<file path="config.mk">
export PLATFORM = sky130hd
export DESIGN_NAME = step_sequencer_arb
export DESIGN_NICKNAME = d
export VERILOG_FILES = /design/src/rtl/step_sequencer_arb.sv
export SDC_FILE = /design/constraint.sdc
export NUM_CORES = 1
export LEC_CHECK = 0
export CAP_MARGIN = 20
export CORE_MARGIN = 2
export CORE_UTILIZATION = 30
export DETAILED_ROUTE_END_ITERATION = 6
export PLACE_DENSITY_LB_ADDON = 0.3
export SLEW_MARGIN = 5
export SYNTH_ARGS = -nofsm -noshare
export SYNTH_HDL_FRONTEND = slang
export SYNTH_SLANG_ARGS = --single-unit
export TNS_END_PERCENT = 10
</file>
<file path="constraint.sdc">
create_clock -name clock -period 2.2 [get_ports clock]
set_clock_uncertainty 0.15 [all_clocks]
set_input_delay 0.22 -clock clock [delete_from_list [all_inputs] [get_ports clock]]
set_output_delay 0.22 -clock clock [all_outputs]
set_load 0.005 [all_outputs]
</file>
<file path="src/rtl/step_sequencer_arb.sv">
// step_sequencer_arb: runs the round/step schedule for a set of step units that
// share one state-memory port. Each round starts the enabled units in ascending
// index order, one at a time, and waits for the active unit's done. While a unit
// is active, its memory request is routed combinationally to the shared port.
//
// Ports:
//   clock, reset          rising-edge clock, asynchronous active-high reset
//   go, step_mask         run request (sampled in idle) and unit enable mask
//   busy, finished        run in progress / one-cycle completion pulse
//   turn, last_round      current round index / turn == ROUNDS-1
//   step_start, step_done one-hot start to the active unit / per-unit done
//   u_adr, u_in, u_r, u_w per-unit memory requests (unit k at slice k)
//   mem_adr, mem_in,
//   mem_r, mem_w          shared memory port
//   error                 sticky watchdog flag
//
// Optional feature: define STEP_SEQ_WATCHDOG_EN to abort a step that does not
// report done within TIMEOUT cycles; otherwise error is tied low.
module step_sequencer_arb #(
  parameter int NUM_STEPS = 5,
  parameter int ADR_W     = 6,
  parameter int DATA_W    = 25,
  parameter int ROUNDS    = 24,
  parameter int TURN_W    = 5,
  parameter int TIMEOUT   = 255
) (
  input  logic                        clock,
  input  logic                        reset,
  input  logic                        go,
  input  logic [NUM_STEPS-1:0]        step_mask,
  output logic                        busy,
  output logic                        finished,
  output logic [TURN_W-1:0]           turn,
  output logic                        last_round,
  output logic [NUM_STEPS-1:0]        step_start,
  input  logic [NUM_STEPS-1:0]        step_done,
  input  logic [NUM_STEPS*ADR_W-1:0]  u_adr,
  input  logic [NUM_STEPS*DATA_W-1:0] u_in,
  input  logic [NUM_STEPS-1:0]        u_r,
  input  logic [NUM_STEPS-1:0]        u_w,
  output logic [ADR_W-1:0]            mem_adr,
  output logic [DATA_W-1:0]           mem_in,
  output logic                        mem_r,
  output logic                        mem_w,
  output logic                        error
);

  localparam int IDX_W = (NUM_STEPS > 1) ? $clog2(NUM_STEPS) : 1;

  if ((2 ** TURN_W) < ROUNDS) begin : g_bad_turn_w
    $error("TURN_W is too narrow to count ROUNDS");
  end
  if ((TIMEOUT < 1) || (TIMEOUT > 256)) begin : g_bad_timeout
    $error("TIMEOUT must fit the 8-bit watchdog counter");
  end

  typedef enum logic [1:0] {StIdle, StStart, StWait, StDone} state_e;

  state_e                 state_q;
  logic [IDX_W-1:0]       k_q;
  logic [NUM_STEPS-1:0]   mask_q;

  logic                   higher_found;
  logic [IDX_W-1:0]       higher_idx;
  logic [IDX_W-1:0]       first_idx;
  logic [IDX_W-1:0]       go_idx;

  function automatic logic [IDX_W-1:0] lowest_set(input logic [NUM_STEPS-1:0] m);
    logic [IDX_W-1:0] r;
    r = '0;
    for (int i = NUM_STEPS - 1; i >= 0; i--) begin
      if (m[i]) r = IDX_W'(i);
    end
    return r;
  endfunction

  // Next enabled unit above the active one, plus the first enabled unit for the
  // wrap into the next round.
  always_comb begin
    higher_found = 1'b0;
    higher_idx   = '0;
    for (int i = NUM_STEPS - 1; i >= 0; i--) begin
      if (mask_q[i] && (i > int'(k_q))) begin
        higher_found = 1'b1;
        higher_idx   = IDX_W'(i);
      end
    end
    first_idx = lowest_set(mask_q);
    go_idx    = lowest_set(step_mask);
  end

`ifdef STEP_SEQ_WATCHDOG_EN
  logic [7:0] wd_q;
`endif

  always_ff @(posedge clock or posedge reset) begin
    if (reset) begin
      state_q    <= StIdle;
      k_q        <= '0;
      mask_q     <= '0;
      turn       <= '0;
      busy       <= 1'b0;
      finished   <= 1'b0;
      step_start <= '0;
`ifdef STEP_SEQ_WATCHDOG_EN
      wd_q       <= '0;
      error      <= 1'b0;
`endif
    end else begin
      finished   <= 1'b0;
      step_start <= '0;
      unique case (state_q)
        StIdle: begin
          if (go) begin
            busy <= 1'b1;
            turn <= '0;
`ifdef STEP_SEQ_WATCHDOG_EN
            error <= 1'b0;
`endif
            if (step_mask != '0) begin
              mask_q     <= step_mask;
              k_q        <= go_idx;
              step_start <= NUM_STEPS'(1) << go_idx;
              state_q    <= StStart;
            end else begin
              finished <= 1'b1;
              state_q  <= StDone;
            end
          end
        end
        StStart: begin
`ifdef STEP_SEQ_WATCHDOG_EN
          wd_q    <= '0;
`endif
          state_q <= StWait;
        end
        StWait: begin
          if (step_done[k_q]) begin
            if (higher_found) begin
              k_q        <= higher_idx;
              step_start <= NUM_STEPS'(1) << higher_idx;
              state_q    <= StStart;
            end else if (turn < TURN_W'(ROUNDS - 1)) begin
              turn       <= turn + 1'b1;
              k_q        <= first_idx;
              step_start <= NUM_STEPS'(1) << first_idx;
              state_q    <= StStart;
            end else begin
              finished <= 1'b1;
              state_q  <= StDone;
            end
`ifdef STEP_SEQ_WATCHDOG_EN
          end else if (wd_q == 8'(TIMEOUT - 1)) begin
            error    <= 1'b1;
            finished <= 1'b1;
            state_q  <= StDone;
          end else begin
            wd_q <= wd_q + 1'b1;
`endif
          end
        end
        StDone: begin
          busy    <= 1'b0;
          state_q <= StIdle;
        end
        default: state_q <= StIdle;
      endcase
    end
  end

`ifndef STEP_SEQ_WATCHDOG_EN
  assign error = 1'b0;
`endif

  assign last_round = (turn == TURN_W'(ROUNDS - 1));

  // Shared port follows the active unit only while a step is in flight.
  always_comb begin
    mem_adr = '0;
    mem_in  = '0;
    mem_r   = 1'b0;
    mem_w   = 1'b0;
    if ((state_q == StStart) || (state_q == StWait)) begin
      mem_adr = u_adr[int'(k_q)*ADR_W +: ADR_W];
      mem_in  = u_in[int'(k_q)*DATA_W +: DATA_W];
      mem_r   = u_r[k_q];
      mem_w   = u_w[k_q];
    end
  end

endmodule

</file>
==> results.txt, run 1 <==
- Worst supply voltage drop on vdd: 0.5559 mV
* Final hold slack: between 0.1 and 0.15 ns
- The count of final max-slew check failures was 0.
* Required time of the worst setup path: 2.21 ns
- Highest fanout seen on the critical path: 8
* Die area: 0.01050 sq mm
- Buffers added on ports: roughly 220
- Most frequent standard cell in the layout excluding fill and tap cells: clkdlybuf4s50_1
- Reg-to-reg critical path endpoint: k_q[1]
- The min-delay analysis places its worst path in the category in -> async.
- Setup violations remaining at the end of the flow were counted as 30.
- Final Critical Period: 2.345 ns
- In this run, synthesis produced a sequential element count of 22.
- In this run the worst setup path begins at k_q[1].
- Number of I/O pins: 225
- Max-cap violations: 0
- Async S/R FF share, synth: 100.0%
* Smallest setup slack after layout: -0.1454 ns
- Worst setup path class: reg -> reg
- Reg2Reg Depth: 8
- Outcome: finished with violations
* Setup total negative slack: -1.833 ns
- Reg2Reg Launch Point: k_q[1]
- Post-DRT Antenna Nets: 0
- After global routing the overflow that remains totals 0.
- Summed over all layers, the routed wires come to 14130 um.
* Detailed-route wire length per cell: 18.07 um
* Routability congestion estimate from global placement: 0.9681
- RSZ-0062 raised after global routing: yes
* Gate count of the mapped netlist: about 400
- Leakage: about 2.5 nW
- Number of antenna repair diodes: 0
- The first detailed-routing pass ran for 4 iterations.
* Most frequent cells in the layout: 190 x clkdlybuf4s50_1, 65 x mux2i_1, 45 x buf_4
* Total number of clock tree sinks: 22
- The final critical path takes up 106.6% of the cycle.
- Nets: between 800 and 900
- The first global-routing pass estimated 20670 um of wire.
- Among all flip-flop cells after synthesis, the most frequent one is dfrtp_1.
* Post-Syn Nets: ~580
* DIE WIDTH: 102.5 um
* Clock insertion delay at the later pin of the skew report: approximately 0.27 ns
- The critical path ends at k_q[1].
* Share of layout cells above drive strength 1: around a fifth
* Synthesis-to-finish area growth: 104.9%
- For this run, the register share of the synthesized area comes to 18.92%.
- Failing checks: negative setup slack
* Layout Utilization: a little under two thirds
- Hold repair after CTS inserted 0 buffers.
- Number of filler instances in the final layout: roughly 840
- Clk slew on worst S/H paths: 0.09 ns
- The final hold violation count was 0.
- Yosys printed 0 warnings.
- In the routed layout, each cell is associated on average with a via count of slightly above 5.
- The cell area that synthesis handed to floorplanning was 0.002909 sq mm.
- Clock tree synthesis selected as its root buffer the cell clkbuf_8.
- Aggregate global-route resource usage: between 20% and 30%
- Average cell area after synthesis: approximately 7.4 sq um
- The clock passes through at most 2 buffers.
- Maximum number of pins on one net before global-route repair: 34
- The floorplan has 35 rows.
- In this run the number of H-tree levels came out at 1.
- Total power divided by cell area: 1080 mW/mm^2
- In this run, synthesis inferred 0 flip-flops with an integrated enable.
- Count of vias placed by the detailed router: around 4000
* Die Ht: approximately 100 um
- Number of violations reported at the end of detailed-routing iteration 0: approximately 110
- The worst setup path is captured at a flop.
* Number of antenna violations at the first check in global routing: 0
- Critical path data arrival time: around 2.4 ns
- The worst setup path is launched from a flop.
* Number of global-route vias before repair: between 4000 and 5000
- In this run, CTS created clock tree buffers numbering 3.
* Core area: 0.009328 sq mm
- Yosys mapped the design onto 50 distinct sky130hd cell types.
* Half-perimeter wire length after placement: roughly 11000 um
- TritonCTS built the clock tree.
* DRC errors left: 0
- FMAX: roughly 430 MHz
- In this run the register-to-register setup slack is -0.15 ns.
- Initial core utilization: between 30% and 40%
-- registers in the layout, summed over array words and instances (netlist names) --
name and cells:
turn 5, finished 1, step_start 5, state_q 2, busy 1, mask_q 5, k_q 3
-- per-layer routing --
metal | wire (um) | GRT usage (%) | vias to the layer above
met5 | 0 | 0 | -
met4 | 299 | 6.462 | 0
met3 | 765 | 4.583 | 23
met2 | 7580 | 47.46 | 142
met1 | 5481 | 29.40 | 1899
li1 | - | - | 1951
-- repair_timing --
action,4_1_cts,5_1_grt
resized for setup,141,23
cloned,6,1
pin swaps,26,16
buffers inserted,13,4
endpoints found under the setup margin,35,44
-- where the power goes --
group          switching, mW  leakage, nW  total [mW]  internal (mW)
Combinational           2.57         2.17        5.42           2.85
Sequential             0.108        0.287       0.635          0.527
Clock                  0.143       0.0357       0.386          0.243
-- cell type report --
type,instances,area (sq um),area share (%)
inverters,11,41.29,0.6925
clock inverters,1,30.03,0.5037
multi-input cells,328,2307,38.70
well taps,129,161.4,2.707
clock buffers,3,41.29,0.6925
repair buffers,288,2826,47.41
flip-flops and latches,22,554.3,9.297
-- critical path, cell delays in order (launching register included) --
cell and delay, ns:
dfrtp_4 0.51, and2b_2 0.25, buf_6 0.13, buf_16 0.14, buf_6 0.10, and3b_2 0.22, o31ai_4 0.07, a221o_2 0.36
mux2_4 0.30
-- how the worst min path moves through the flow --
stage	from	end	depth (start not counted)
4_1_cts	reset	turn[3]	2
3_3_place_gp	busy	busy	2
3_5_place_dp	busy	busy	2
5_1_grt	reset	turn[3]	2
6_report	reset	turn[2]	2
2_1_floorplan	reset	busy	1
-- cells in the mapped netlist (3+ instances only) --
cell type / number / share of area [%]
ha_1: 4 / 1.7
nand2_1: 23 / 3.0
and2_1: 35 / 7.5
and3_1: 3 / 0.65
o21ai_0: 9 / 1.5
buf_2: 10 / 1.7
o22ai_1: 38 / 8.2
a21oi_1: 43 / 7.4
clkbuf_1: 13 / 1.7
nand2b_1: 5 / 1.1
nand3_1: 4 / 0.69
dfrtp_1: 22 / 19
nor2_1: 45 / 5.8
mux2i_1: 69 / 24
o21ai_1: 4 / 0.69
inv_1: 11 / 1.4
nor3_1: 5 / 0.86
nor2b_1: 3 / 0.65
buf_1: 7 / 0.90
-- kinds of logic (layout without fill, tap and decap cells) --
kind of cell	count (synthesis)	count (layout)	share of synthesized area [%]
other	1	1	0.1289
flip-flops	22	22	18.92
buffers and inverters	43	303	6.366
AND/OR/NAND/NOR	131	131	22.28
multiplexers	71	71	24.77
AO/OA/AOI/OAI	121	121	25.81
adder cells (fa/ha/maj)	4	4	1.720
-- metrics by stage --
stage / setup WS, ns / cells / total power, mW / instance area, sq um
final: -0.1454 / 782 / 6.437 / 5962
after global routing: -0.2085 / 782 / 6.893 / 5962
after CTS: -0.1504 / 778 / 6.375 / 5942
after detailed placement: -0.04954 / 755 / 5.628 / 5528
after global placement: -0.04399 / 755 / 5.610 / 5528
after floorplan: 0.1311 / 393 / 3.246 / 2909
Note: power is estimated with default switching activity, not from simulation.
==> run 2: changes to the inputs <==
--- a/config.mk
+++ b/config.mk
@@ -5,6 +5,7 @@
 export SDC_FILE = /design/constraint.sdc
 export NUM_CORES = 1
 export LEC_CHECK = 0
+export ABC_AREA = 1
 export CAP_MARGIN = 20
 export CORE_MARGIN = 2
 export CORE_UTILIZATION = 30
==> results.txt, run 2 <==
- The estimated wirelength of the detail-placed design is 9887 um (-8.3%).
* Kind of cell adding the most delay to the critical path: buffers and inverters
- The most critical setup path has its startpoint at k_q[1].
* Max-slew violations: 0 (unchanged)
- Critical path data arrival time: 1.86 ns (-0.50 ns)
- Count of final hold-check violations: 0 (unchanged)
- The global-route track usage on met2 was 46.41% (-1.0 points).
* Number of standard cells in the final layout excluding fillers: 784 (+0.26%)
- Total power divided by cell area: 1075 mW/mm^2 (-0.48%)
* Routability congestion estimate from global placement: 0.9286 (-4.1%)
- The number of enable-type register cells in the synthesized netlist is 0 (unchanged).
* DRC errors left: 0 (unchanged)
- The total of buffers placed on input and output ports was 223 (unchanged).
* Aggregate global-route resource usage: 24.88% (-0.43 points)
- The proportion of synthesized area in mux cells is 0% (-25 points).
- The site row count came to 35 (unchanged).
* Critical Path Sink Type: output port
* Initial core utilization: 30.48% (-0.71 points)
- The part of the Yosys area used for sequential elements came to 19.83% (+0.90 points).
* Compound-cell area share of the yosys netlist: 29.56% (+3.8 points)
- Global-route layer with the greatest usage: met2
* End point of the critical path: mem_in[4]
- Total wirelength of the detailed-routed design: 13470 um (-4.7%)
- TritonCTS built the clock tree.
- The average detailed-routed wire length per instance came to 17.17 um (-4.9%).
* Layout Utilization: 59.89% (-4.0 points)
- The global-route track usage on met3 came to 5.223% (+0.64 points).
- The initial antenna violation count was 0 (unchanged).
* Final Critical Period: 2.230 ns (-0.1158 ns)
- Clock insertion delay at the later pin of the skew report: 0.27 ns (about the same)
* Core area: 0.009109 sq mm (-2.3%)
- Number of violations reported at the end of detailed-routing iteration 0: 103 (-9.6%)
- The count of clock tree sinks was 22 (unchanged).
* Post-DRT Antenna Nets: 0 (unchanged)
- The register bit count reported by yosys is 22 (unchanged).
- The critical path goes through inv_2, nor2_4, buf_12, buf_12, buf_16, a221oi_1, nor3_1, dlygate4sd2_1.
- The worst register-to-register path ends at turn[2].
- The number of global-route vias before repair was 4055 (-0.56%).
- The library cell used most frequently in the layout, excluding fill and tap cells, is clkdlybuf4s50_1.
- The number of search-and-repair iterations in the first detailed-routing pass came to 4 (unchanged).
- The remaining global-route overflow was 0 (unchanged).
- The leakage power summed over all cells was 2.491 nW (-0.14%).
- DIE WIDTH: 100.2 um (-2.2%)
* Max-cap violations: 0 (unchanged)
- The post-synthesis average cell area came to 6.197 sq um (-16%).
- The tightest min-delay check is of the in -> async type.
* Sequential cell area: 551.8 sq um (-0.45%)
* Number of I/O pins: 225 (unchanged)
* Inserted Clock Buffers: 3 (unchanged)
- Per-cell via count in the routed design: 5.287 (+3.0%)
- Setup repair after global routing could not meet its margin everywhere.
- Clock root buffer master: clkbuf_8
- Final hold slack: 0.1286 ns (+0.01325 ns)
- The slack of the worst reg-to-reg path is 0.21 ns (+0.36 ns).
* Level count of the clock H-tree: 1 (unchanged)
* Maximum number of pins on one net before global-route repair: 39 (+15%)
* Nets: 856 (+2.4%)
- The number of instances in the synthesized netlist came to 448 (+14%).
- The number of buffer and inverter stages on the critical path was 5 (+2).
- WP depth: 8 (unchanged)
- The total number of yosys warnings came to 0 (unchanged).
- Registers with the most flip-flops: mask_q (5), step_start (5), turn (5)
- The slowest stage of the critical path belongs to the cell dfrtp_1.
* Mapped cell area: 0.002776 sq mm (-4.6%)
- The area share of xor/xnor cells in the synthesized design was 0.3155% (+0.32 points).
* Cell type with the highest occurrence count on the critical path: buf_12
* Count of vias placed by the detailed router: 4145 (+3.2%)
- By area the synthesized netlist is led by dfrtp_1 20%, nand2_1 16%, a221oi_1 10%.
* Post-placement setup slack: 0.01347 ns (+0.06300 ns)
- Area fraction of the dominant cell type after synthesis: 19.83% (-3.9 points)
- The minimum setup slack in the final design was -0.02968 ns (+0.1158 ns).
- Setup total negative slack: -0.09266 ns (+1.740 ns)
- Worst setup path class: reg -> out
- Async S/R FF share, synth: 100.0% (unchanged)
- Placement-stage cell area: 0.005225 sq mm (-5.5%)
- The global-route met1 utilization was 27.69% (-1.7 points).
- Post-Syn Nets: 630 (+9.6%)
- Number of antenna repair diodes: 0 (unchanged)
- STA classifies the critical path startpoint as a flop.
- Adder-Cell Fraction of Synth Area: 1.803% (+0.082 points)
* Most frequent cells in the layout: 190 x clkdlybuf4s50_1, 115 x nand2_1, 59 x inv_1
- Total design power: 5.862 mW (-8.9%)
- The achievable frequency is 448.5 MHz (+5.2%).
* Number of setup violations in the final report: 7 (-77%)
* Required time of the worst setup path: 1.83 ns (-0.38 ns)
- Multi-input combinational cell area: 0.001912 sq mm (-17%)
- The flow ran to the end, but the final reports show violations.
- Largest stage delay on the critical path: 0.40 ns (-0.11 ns)
* Post-route cell area: 0.005455 sq mm (-8.5%)
- Cells after DPL: 768 (+1.7%)
* Leading cell type by number of instances after synthesis: nand2_1
- Among all flip-flop cells after synthesis, the most frequent one is dfrtp_1.
- Reg2Reg Launch Point: k_q[1]
- The synthesized design spends more area on one cell type than any other, namely dfrtp_1.
- Clk buf depth: 2 (unchanged)
* Reg2Reg Depth: 11 (+3)
* Leading cell types by count after synthesis: 115 x nand2_1, 59 x inv_1, 33 x a221oi_1, 32 x a211oi_1, 28 x o21ai_1
* Wire length of the first global-routing pass: 20130 um (-2.6%)
- Synthesis-to-finish area growth: 96.48%
* Combinational family with the most area after synthesis: simple AND/OR/NAND/NOR gates
- Die Ht: 100.2 um (-2.2%)
- The post-synthesis share of cell area spent on and, or, nand and nor gates came to 34.07% (+12 points).
* Clk slew on worst S/H paths: 0.08 ns (about the same)
* Share of layout cells above drive strength 1: 12.04% (-7.9 points)
- Final cycle utilization of the critical path: 101.3% (-5.3 points)
- CTS hold repair buffers: 0 (unchanged)
* Failing checks: negative setup slack
* Number of distinct library cells after synthesis: 33 (-34%)
- The die footprint is 0.01004 sq mm (-4.4%).
- Worst supply voltage drop on vdd: 0.6294 mV (+13%)
* Number of filler instances in the final layout: 861 (+2.7%)
* Highest fanout seen on the critical path: 16 (+8)
[run 2: how the worst min path moves through the flow]
stage | endpoint | cells after the start
after global placement | turn[3] | 2
final | busy | 3
after CTS | finished | 3
after detailed placement | busy | 2
after global routing | busy | 3
after floorplan | busy | 1
[run 2: logic make-up after synthesis]
| family | after synthesis |
|---|---|
| buffers and inverters | 93 |
| adder cells (fa/ha/maj) | 4 |
| AO/OA/AOI/OAI | 122 |
| XOR/XNOR | 1 |
| AND/OR/NAND/NOR | 205 |
| other | 1 |
| flip-flops | 22 |
[run 2: metal layers]
layer / wire (um) / vias to the layer above
li1: - / 1996
met1: 5137 / 1956
met2: 6928 / 160
met3: 951 / 33
met4: 448 / 0
met5: 0 / -
[run 2: area by class of cell]
cell class,count,share of cell area [%]
Inverter,63,4.335
Timing Repair Buffer,251,46.95
Tap cell,111,2.546
Sequential cell,22,10.11
Multi-Input combinational cell,333,35.05
Clock buffer,4,1.009
[run 2: power breakdown]
group          leakage (nW)  internal, mW  switching (mW)  total [mW]
registers             0.287         0.531           0.122       0.653
logic                  2.17          2.33            2.58        4.91
clock network        0.0288         0.160           0.135       0.295
[run 2: worst register-to-register path: cells and delay by family, from the launching register on]
family	cells	cell delay, ns
flip-flops	1	0.40
buffers and inverters	2	0.36
AND/OR/NAND/NOR	9	1.02
[run 2: timing repair]
action | CTS | global route
setup endpoints to repair | 33 | 27
pin swaps | 2 | 3
gates cloned | 1 | 1
gates resized for setup | 30 | 44
setup buffers | 3 | 7
